## src/rtl/tx_burst_if.sv

```systemverilog
// Baseband, CSR and burst-control bundle between the TX source and tx_burst_ctrl.
interface tx_burst_if #(
  parameter int unsigned IW    = 16,
  parameter int unsigned PW_I  = 24,
  parameter int unsigned LEN_W = 16
);
  logic                    ce;
  logic signed [IW-1:0]    i_x;
  logic signed [IW-1:0]    i_y;
  logic [PW_I-1:0]         csr_ftw;
  logic                    csr_ftw_stb;
  logic                    start;
  logic                    stop;
  logic [LEN_W-1:0]        burst_len;
  logic signed [IW-1:0]    o_x;
  logic signed [IW-1:0]    o_y;
  logic                    o_ce;
  logic [PW_I-1:0]         phase_out;
  logic                    busy;
  logic                    done;
  logic [1:0]              state;

  modport master (
    output ce, i_x, i_y, csr_ftw, csr_ftw_stb, start, stop, burst_len,
    input  o_x, o_y, o_ce, phase_out, busy, done, state
  );

  modport slave (
    input  ce, i_x, i_y, csr_ftw, csr_ftw_stb, start, stop, burst_len,
    output o_x, o_y, o_ce, phase_out, busy, done, state
  );
endinterface

```

## src/rtl/tx_burst_ctrl.sv

```systemverilog
// TX burst sequencer: NCO phase accumulator with sample-aligned FTW updates
// and a ramp-up / on / ramp-down gain envelope on the baseband I/Q stream.
module tx_burst_ctrl #(
  parameter int unsigned IW        = 16,
  parameter int unsigned PW_I      = 24,
  parameter int unsigned RAMP_LOG2 = 6,
  parameter int unsigned LEN_W     = 16
) (
  input logic        sys_clk,
  input logic        rst,
  tx_burst_if.slave  bus
);
  localparam int unsigned GW  = RAMP_LOG2 + 1;
  localparam int unsigned PRW = IW + RAMP_LOG2 + 1;
  localparam logic [GW-1:0] G_LAST = GW'((1 << RAMP_LOG2) - 1);

  typedef enum logic [1:0] {
    S_IDLE      = 2'd0,
    S_RAMP_UP   = 2'd1,
    S_ON        = 2'd2,
    S_RAMP_DOWN = 2'd3
  } state_t;

  state_t                state_q, state_nxt;
  logic [GW-1:0]         g_q, g_nxt;
  logic [LEN_W-1:0]      cnt_q, cnt_nxt;
  logic                  cont_q, cont_nxt;
  logic                  done_q, done_nxt;
  logic                  busy_q;
  logic [PW_I-1:0]       acc_q, ftw_act_q, ftw_pend_q;
  logic                  pend_q;
  logic                  apply_c;
  logic signed [IW-1:0]  o_x_q, o_y_q;
  logic                  o_ce_q;
  logic signed [PRW-1:0] prod_x_c, prod_y_c;

  // State register
  always_ff @(posedge sys_clk or posedge rst) begin
    if (rst) state_q <= S_IDLE;
    else     state_q <= state_nxt;
  end

  // Next-state logic; stop outranks a simultaneous ramp/count step
  always_comb begin
    state_nxt = state_q;
    case (state_q)
      S_IDLE:      if (bus.start) state_nxt = S_RAMP_UP;
      S_RAMP_UP:   if (bus.stop) state_nxt = S_RAMP_DOWN;
                   else if (bus.ce && g_q == G_LAST) state_nxt = S_ON;
      S_ON:        if (bus.stop) state_nxt = S_RAMP_DOWN;
                   else if (bus.ce && !cont_q && cnt_q == LEN_W'(1)) state_nxt = S_RAMP_DOWN;
      S_RAMP_DOWN: if (bus.ce && g_q <= GW'(1)) state_nxt = S_IDLE;
      default:     state_nxt = S_IDLE;
    endcase
  end

  // Gain, burst counter and done pulse next values
  always_comb begin
    g_nxt    = g_q;
    cnt_nxt  = cnt_q;
    cont_nxt = cont_q;
    done_nxt = 1'b0;
    case (state_q)
      S_IDLE: g_nxt = '0;
      S_RAMP_UP: begin
        if (!bus.stop && bus.ce) begin
          g_nxt = g_q + GW'(1);
          if (g_q == G_LAST) begin
            cnt_nxt  = bus.burst_len;
            cont_nxt = (bus.burst_len == '0);
          end
        end
      end
      S_ON: if (!bus.stop && bus.ce && !cont_q) cnt_nxt = cnt_q - LEN_W'(1);
      S_RAMP_DOWN: begin
        if (bus.ce) begin
          if (g_q <= GW'(1)) begin
            g_nxt    = '0;
            done_nxt = 1'b1;
          end else begin
            g_nxt = g_q - GW'(1);
          end
        end
      end
      default: g_nxt = '0;
    endcase
  end

  // Envelope datapath registers
  always_ff @(posedge sys_clk or posedge rst) begin
    if (rst) begin
      g_q    <= '0;
      cnt_q  <= '0;
      cont_q <= 1'b0;
      done_q <= 1'b0;
      busy_q <= 1'b0;
    end else begin
      g_q    <= g_nxt;
      cnt_q  <= cnt_nxt;
      cont_q <= cont_nxt;
      done_q <= done_nxt;
      busy_q <= (state_nxt != S_IDLE);
    end
  end

  // Pending FTW lands on a sample boundary, or immediately when idle
  assign apply_c = pend_q && (bus.ce || state_q == S_IDLE);

  // NCO: pending/active FTW and phase accumulator; each accepted burst starts at phase 0
  always_ff @(posedge sys_clk or posedge rst) begin
    if (rst) begin
      ftw_pend_q <= '0;
      pend_q     <= 1'b0;
      ftw_act_q  <= '0;
      acc_q      <= '0;
    end else begin
      if (bus.csr_ftw_stb) ftw_pend_q <= bus.csr_ftw;
      pend_q <= bus.csr_ftw_stb | (pend_q & ~apply_c);
      if (apply_c) ftw_act_q <= ftw_pend_q;
      if (state_q == S_IDLE && bus.start) acc_q <= '0;
      else                                acc_q <= acc_q + ftw_act_q;
    end
  end

  // Signed gain products; g is zero-extended so it stays non-negative
  always_comb begin
    prod_x_c = PRW'(bus.i_x) * PRW'($signed({1'b0, g_q}));
    prod_y_c = PRW'(bus.i_y) * PRW'($signed({1'b0, g_q}));
  end

  // Scaled I/Q output registers, forced to zero while idle
  always_ff @(posedge sys_clk or posedge rst) begin
    if (rst) begin
      o_x_q  <= '0;
      o_y_q  <= '0;
      o_ce_q <= 1'b0;
    end else begin
      o_ce_q <= bus.ce;
      if (state_q == S_IDLE) begin
        o_x_q <= '0;
        o_y_q <= '0;
      end else if (bus.ce) begin
        o_x_q <= IW'(prod_x_c >>> RAMP_LOG2);
        o_y_q <= IW'(prod_y_c >>> RAMP_LOG2);
      end
    end
  end

  assign bus.o_x       = o_x_q;
  assign bus.o_y       = o_y_q;
  assign bus.o_ce      = o_ce_q;
  assign bus.phase_out = acc_q;
  assign bus.busy      = busy_q;
  assign bus.done      = done_q;
  assign bus.state     = state_q;
endmodule

```

## src/flat_wrapper.sv

```systemverilog
// flat-port wrapper written by rule: the top's interface ports become plain ports
module tx_burst_ctrl_flat 
#(
  parameter int unsigned IW        = 16,
  parameter int unsigned PW_I      = 24,
  parameter int unsigned RAMP_LOG2 = 6,
  parameter int unsigned LEN_W     = 16
)
  (sys_clk, rst, bus_ce, bus_i_x, bus_i_y, bus_csr_ftw, bus_csr_ftw_stb, bus_start, bus_stop, bus_burst_len, bus_o_x, bus_o_y, bus_o_ce, bus_phase_out, bus_busy, bus_done, bus_state);
  tx_burst_if #(.IW(IW), .PW_I(PW_I), .LEN_W(LEN_W)) bus_i ();
  input logic sys_clk;
  input logic rst;
  input wire logic [$bits(bus_i.ce)-1:0] bus_ce;
  input wire logic [$bits(bus_i.i_x)-1:0] bus_i_x;
  input wire logic [$bits(bus_i.i_y)-1:0] bus_i_y;
  input wire logic [$bits(bus_i.csr_ftw)-1:0] bus_csr_ftw;
  input wire logic [$bits(bus_i.csr_ftw_stb)-1:0] bus_csr_ftw_stb;
  input wire logic [$bits(bus_i.start)-1:0] bus_start;
  input wire logic [$bits(bus_i.stop)-1:0] bus_stop;
  input wire logic [$bits(bus_i.burst_len)-1:0] bus_burst_len;
  output wire logic [$bits(bus_i.o_x)-1:0] bus_o_x;
  output wire logic [$bits(bus_i.o_y)-1:0] bus_o_y;
  output wire logic [$bits(bus_i.o_ce)-1:0] bus_o_ce;
  output wire logic [$bits(bus_i.phase_out)-1:0] bus_phase_out;
  output wire logic [$bits(bus_i.busy)-1:0] bus_busy;
  output wire logic [$bits(bus_i.done)-1:0] bus_done;
  output wire logic [$bits(bus_i.state)-1:0] bus_state;
  assign bus_i.ce = bus_ce;
  assign bus_i.i_x = bus_i_x;
  assign bus_i.i_y = bus_i_y;
  assign bus_i.csr_ftw = bus_csr_ftw;
  assign bus_i.csr_ftw_stb = bus_csr_ftw_stb;
  assign bus_i.start = bus_start;
  assign bus_i.stop = bus_stop;
  assign bus_i.burst_len = bus_burst_len;
  assign bus_o_x = bus_i.o_x;
  assign bus_o_y = bus_i.o_y;
  assign bus_o_ce = bus_i.o_ce;
  assign bus_phase_out = bus_i.phase_out;
  assign bus_busy = bus_i.busy;
  assign bus_done = bus_i.done;
  assign bus_state = bus_i.state;
  tx_burst_ctrl #(.IW(IW), .PW_I(PW_I), .RAMP_LOG2(RAMP_LOG2), .LEN_W(LEN_W)) u_core (.sys_clk(sys_clk), .rst(rst), .bus(bus_i));
endmodule
```

## config.mk

```make
export PLATFORM = sky130hd
export DESIGN_NAME = tx_burst_ctrl_flat
export DESIGN_NICKNAME = d
export VERILOG_FILES = /design/src/rtl/tx_burst_if.sv /design/src/rtl/tx_burst_ctrl.sv /design/src/flat_wrapper.sv
export SDC_FILE = /design/constraint.sdc
export NUM_CORES = 1
export LEC_CHECK = 0
export CAP_MARGIN = 20
export CORE_ASPECT_RATIO = 1.2
export CORE_MARGIN = 4
export CORE_UTILIZATION = 40
export CTS_CLUSTER_DIAMETER = 150
export DETAILED_ROUTE_END_ITERATION = 6
export GPL_TIMING_DRIVEN = 1
export PLACE_DENSITY = 0.58
export RECOVER_POWER = 25
export SYNTH_ARGS = -nofsm -noshare
export SYNTH_HDL_FRONTEND = slang
export SYNTH_SLANG_ARGS = --single-unit
```

## constraint.sdc

```tcl
create_clock -name sys_clk -period 11.3 [get_ports sys_clk]
set_input_delay 2.26 -clock sys_clk [delete_from_list [all_inputs] [get_ports sys_clk]]
set_output_delay 2.26 -clock sys_clk [all_outputs]
set_load 0.05 [all_outputs]
```

==> results of run 1 <==
==> per-layer routing <==
layer  share of wire  global-route usage
met5         0.00070                   0
met4           0.021              0.0590
met3           0.039              0.0338
met2            0.52               0.331
met1            0.42               0.219
==> path summary, 6_finish.rpt <==
check	from	endpoint	slack, ns	cells past startpoint
worst max-delay path	bus_i_y[7]	u_core.bus.o_y[15]$_DFFE_PP0P_	4.19	18
worst max register to register	u_core.g_q[2]$_DFFE_PP0P_	u_core.bus.o_x[11]$_DFFE_PP0P_	5.59	18
min in group asynchronous	rst	u_core.cnt_q[0]$_DFFE_PP0P_	3.52	2
max in group asynchronous	rst	u_core.ftw_act_q[13]$_DFFE_PP0P_	5.81	3
worst min register to register	u_core.bus.o_x[9]$_DFFE_PP0P_	u_core.bus.o_x[9]$_DFFE_PP0P_	0.48	2
worst min-delay path	u_core.bus.o_x[9]$_DFFE_PP0P_	u_core.bus.o_x[9]$_DFFE_PP0P_	0.48	2
==> cell usage after synthesis (all sizes together) (4+ instances only) <==
master and instances:
o21a 6, inv 230, nor2 58, nand2 131
o31ai 7, clkbuf 48, xor2 17, a21o 14
nand2b 12, xnor2 39, a211o 4, or4 5
o211ai 8, o21bai 4, nor3 22, nor4 9
o21ai 63, a21oi 55, o22ai 6, and3 6
ha 110, or3 11, a211oi 7, or2 5
nor2b 8, and2 164, dfrtp 134, nand4 7
a31oi 6, mux2 49, nand3 14, fa 161
==> per-stage QoR <==
stage	worst slack (ns)	std cells
floorplan	4.77	1463
detailed placement	3.72	2022
global route	3.94	2054
finish	4.19	2054
global placement	3.83	2021
CTS	4.18	2054
==> registers in the layout, indices dropped and copies added (netlist names), 2 cells and up <==
signal,flops
u_core.ftw_pend_q,24
u_core.cnt_q,16
u_core.bus.state,2
u_core.bus.phase_out,24
u_core.g_q,7
u_core.bus.o_y,16
u_core.bus.o_x,16
u_core.ftw_act_q,24
==> critical path: cells and delay by family <==
kind / cells / cell delay (ns)
fa+ha+maj: 5 / 2.33
xor+xnor: 1 / 0.13
buf+inv: 4 / 0.80
simple gates: 1 / 0.13
compound gates: 7 / 1.71
==> cell families after synthesis <==
family                     Yosys count
and+or+nand+nor                    459
buffers and inverters              280
adders and majority gates          271
AOI/OAI and AO/OA                  214
DFF                                134
xor gates and xnor gates            56
muxes                               49
==> layout make-up <==
type,instances,area (um^2)
Sequential cell,134,3350
Clock inverter,15,160
Inverter,230,865
Timing Repair Buffer,153,1490
Clock buffer,17,425
Fill cell,3334,17800
Tap cell,456,571
Multi-Input combinational cell,1049,9410
==> impl_metrics.yaml, run 1 <==
status:
  status: "finished, violations left"
  violations: "capacitance limit, slew limit"
sta:
  maxSlewViolCount: 89
  rsz0062_at_grt: "no"
  finalCritPeriodShare: 0.629
  fin_setup_tns_ns: 0
  whs_ns: 0.479
  tightest_slew_ns: 4.14
  final_hold_viol_count: 0
  post-route-min-period_ns: 7.11
  fmax_ghz: 0.141
  clock_skew_ns: 0.0101
  maxSlewHeadroom: -1.77
  finalSetupViolCount: 0
worst_setup_path:
  required_ns: 11.59
  crit_top_cell: "fa_1"
  slowest_delay_ns: 0.66
  crit_arrival_ns: 7.40
  worstPathMaxFanout: 7
  cp-start-kind: "primary input"
  cp_cell_sequence: "clkdlybuf4s50_1 > nand2_1 > fa_1 > inv_1 > fa_1 > fa_1 > inv_1 > fa_1 > inv_1 > ha_1 > a21o_1 > a21o_1 > a211o_1 > o21ai_0 > o211ai_1 > a41o_1 > xnor2_1 > o21ai_0"
  slowest_stage: "clkdlybuf4s50_1"
  endpoint_kind: "flip-flop"
  worstSetupPathType: "primary input to flip-flop"
yosys:
  synth-simple-area-share: 0.173
  seq_area_frac_synth: 0.243
  synthArstFlopShare: 1.00
  synth_area_mm2: 0.0138
  syn_nets: 1812
  synth-main-ff-cell: "dfrtp_1"
  synth_xor_area_frac: 0.0355
  synth_cells: 1463
  syn_avg_cell_area_um2: 9.43
  yosysTopAreaCell: "dfrtp_1"
  synth_compound_area_frac: 0.0987
  synth-edff-count: 0
  synth_top_area_frac: 0.243
  yosysWarnings: 0
  synth.ff_latch_count: 134
  synth_top_family_by_area: "adder cells"
  muxShareOfSynthArea: 0.0400
  ys_types: 66
  synthAdderAreaFrac: 0.333
  synth_area_leaders: "dfrtp_1, fa_1, ha_1"
placed_design:
  port_buffers: 138
  dp_hpwl_mm: 26.0
  place_congestion: 0.815
  dpl_cell_area_mm2: 0.0157
clocking:
  postCtsHoldBufs: 0
  clockBufferDepth: 2
  post_cts_buffers: 0
  htree_num_levels: 4
  cts.clk_slew.worst_paths_ns: 0.07
  root_buffer: "clkbuf_16"
  cts_tree: "yes"
  numClockSinks: 134
  insertion_delay_ns: 0.44
  cts_buffers: 17
  cts_resized: 0
global_routing:
  grt.total_usage: 0.183
  grt_pass1_vias: 11100
  grt-ovfl-total: 0
  grt_antenna_before_repair: 2
  grt_pass1_wl_mm: 55.3
  grt_max_degree: 89
final_layout:
  nNetsFinal: 1934
  final_cell_mix: "inv_1, and2_1, fa_1, clkdlybuf4s50_1, dfrtp_1"
  final_common_cell: "inv_1"
  post-route-util: 0.478
  layout-drive-gt1-share: 0.0720
  antenna_cells: 0
  area_growth_pct: 17.9
  stdcell_area_mm2: 0.0163
route:
  drc_errors: 0
  detail-route-antenna-nets: 0
  first_pass_iters: 4
  wire_per_inst_um: 16.1
  via_per_inst: 5.07
  wl_mm: 33.0
  first_iter_violations: 321
  via_count: 10400
floorplanning:
  core_area_mm2: 0.0341
  dieArea_mm2: 0.0376
  die_w_um: 178
  start_util: 0.405
  rows: 74
  die_h_um: 211
  pin_count: 139
hold_path:
  hold_path_class: "flip-flop to flip-flop"
job:
  max_cap_violations: 1
Power of run 1 is not shown: default switching activity piles up to over one toggle a cycle in this logic, so the estimate is an artifact.
==> inputs of run 2 (changes only) <==
- PLACE_DENSITY: 0.58 -> 0.61
- clock period: 11.3 -> 5.81 ns (I/O delays scaled with it)
==> run 2 against run 1 <==
First-iteration DRC count rose by 41%. Final area is 3.3% higher. Die area is the same. Core utilization increased by 1.6 points. Final cell count up 3.5%. The flow still finishes with violations (capacitance limit, slew limit). Global-route usage is 0.24 points higher. Worst hold slack gained 0.0063 ns. Register-to-register slack lost 5.0 ns. Wire length up 2.2%. Critical path depth unchanged. Highest routed layer is now met4. Sequential share of layout area fell by 0.66 points.
==> impl_metrics.yaml, run 2 (synthesis results as in run 1) <==
clocking:
  insertion_delay_ns: 0.44
  post_cts_buffers: 0
  cts_resized: 0
  cts_tree: "yes"
  cts_buffers: 17
  cts.clk_slew.worst_paths_ns: 0.06
  postCtsHoldBufs: 0
  numClockSinks: 134
  htree_num_levels: 4
  clockBufferDepth: 2
  root_buffer: "clkbuf_16"
floorplanning:
  die_h_um: 211
  core_area_mm2: 0.0341
  pin_count: 139
  start_util: 0.405
  dieArea_mm2: 0.0376
  die_w_um: 178
  rows: 74
final_layout:
  ff_latch_area_mm2: 0.00335
  area_growth_pct: 21.9
  fin_cells: 2125
  final_common_cell: "inv_1"
  layout-drive-gt1-share: 0.110
  stdcell_area_mm2: 0.0168
  multi_input_area_mm2: 0.00942
  final_cell_mix: "inv_1, and2_1, fa_1, dfrtp_1, nand2_1"
  fillers: 3254
  nNetsFinal: 2005
route:
  via_count: 10700
  via_per_inst: 5.03
  drc_errors: 0
  wire_per_inst_um: 15.9
  detail-route-antenna-nets: 0
  first_pass_iters: 5
  wl_mm: 33.7
  first_iter_violations: 453
sta:
  final_hold_viol_count: 0
  fmax_ghz: 0.177
  post-route-min-period_ns: 5.66
  clock_skew_ns: 0.0124
  tightest_slew_ns: 3.84
  maxSlewViolCount: 102
  finalSetupViolCount: 0
  maxSlewHeadroom: -1.56
  whs_ns: 0.485
  fin_setup_tns_ns: 0
  finalCritPeriodShare: 0.974
placed_design:
  dp_hpwl_mm: 26.4
  dpl_cell_area_mm2: 0.0162
  port_buffers: 138
  dp_cells: 2093
  place_congestion: 0.888
hold_path:
  min_to: "u_core.bus.o_x[13]$_DFFE_PP0P_"
  hp-start: "u_core.bus.o_x[13]$_DFFE_PP0P_"
  hold_path_class: "flip-flop to flip-flop"
  hold_path_depth: 2
job:
  max_cap_violations: 2
worst_setup_path:
  r2r-end: "u_core.bus.o_x[11]$_DFFE_PP0P_"
  regToRegStartpoint: "u_core.g_q[2]$_DFFE_PP0P_"
  required_ns: 6.12
  reg2regPathDepth: 18
  crit_arrival_ns: 5.98
  slowest_delay_ns: 0.53
  worstSetupPathType: "primary input to flip-flop"
  cp-start-kind: "primary input"
  endpoint_kind: "flip-flop"
  cp_top_family: "adder cells"
  crit_top_cell: "fa_1"
  cp_cell_sequence: "clkdlybuf4s50_1 > nand2_1 > fa_1 > fa_1 > inv_1 > fa_1 > inv_1 > fa_1 > inv_1 > ha_1 > a21o_1 > a21oi_2 > o221a_2 > a21oi_2 > or2_2 > a21o_1 > a211o_1 > a32o_1"
  worstPathMaxFanout: 3
  slowest_stage: "fa_1"
  rrSetupSlack_ns: 0.62
  crit_buf_inv: 4
global_routing:
  grt_pass1_wl_mm: 55.9
  grt-ovfl-total: 0
  grt_max_degree: 102
  grt.total_usage: 0.185
  grt_pass1_vias: 11300
  grt_antenna_before_repair: 1
status:
  violations: "capacitance limit, slew limit"
  status: "finished, violations left"
## run 2: cell count changes in the layout (fill, tap and decap cells not counted), moves of 2 or more
cell | before | now
clkbuf_1 | 1 | 3
buf_4 | 13 | 82
clkinv_4 | 0 | 3
dlymetal6s2s_1 | 0 | 6
inv_6 | 5 | 3
inv_8 | 4 | 1
clkdlybuf4s50_1 | 135 | 128
## run 2: cell type report
class / instances / area share
well taps: 456 / 0.0339
inverters: 230 / 0.0513
flip-flops and latches: 134 / 0.199
multi-input cells: 1049 / 0.560
clock buffers: 19 / 0.0263
diodes: 1 / 0.000149
clock inverters: 12 / 0.00722
repair buffers: 224 / 0.122
## run 2: worst register-to-register path: cells and delay by family, from the launching register on
family                   cells  cell delay [ns]
AND/OR/NAND/NOR              2             0.35
flip-flops                   1             0.71
buffers and inverters        4             0.40
adder cells (fa/ha/maj)      5             2.21
AO/OA/AOI/OAI                7             1.40
## run 2: worst max path at each step
| stage | slack [ns] | start | cells past startpoint | endpoint |
|---|---|---|---|---|
| 2_1_floorplan | 0.37 | bus_i_x[3] | 17 | u_core.bus.o_x[11]$_DFFE_PP0P_ |
| 3_3_place_gp | -0.31 | bus_i_x[6] | 18 | u_core.bus.o_x[11]$_DFFE_PP0P_ |
| 3_5_place_dp | -0.38 | bus_i_x[3] | 18 | u_core.bus.o_x[11]$_DFFE_PP0P_ |
| 4_1_cts | 0.07 | bus_i_x[3] | 18 | u_core.bus.o_x[11]$_DFFE_PP0P_ |
| 5_1_grt | -0.008 | bus_i_x[3] | 18 | u_core.bus.o_x[11]$_DFFE_PP0P_ |
| 6_report | 0.15 | bus_i_x[3] | 18 | u_core.bus.o_x[11]$_DFFE_PP0P_ |
## run 2: per-stage QoR
step                       util  worst slack [ns]
after floorplan               -             0.373
after global placement    0.476            -0.306
after detailed placement  0.477            -0.383
after CTS                 0.493            0.0689
after global routing      0.494          -0.00754
final                     0.494             0.148
## run 2: layer usage
metal	vias to the layer above	routed length, um	track usage
li1	5129	-	-
met3	45	1190	0.0288
met5	-	0	0
met2	181	17800	0.339
met1	5335	14000	0.223
met4	0	747	0.0582
Power of run 2 is left out for the same reason.
==> inputs of run 3 (changes only) <==
- HOLD_SLACK_MARGIN: default -> 0.05
==> results of run 3 <==
No change in the layout: final DEF, timing and power equal those of run 2.
Power of run 3 is left out for the same reason.
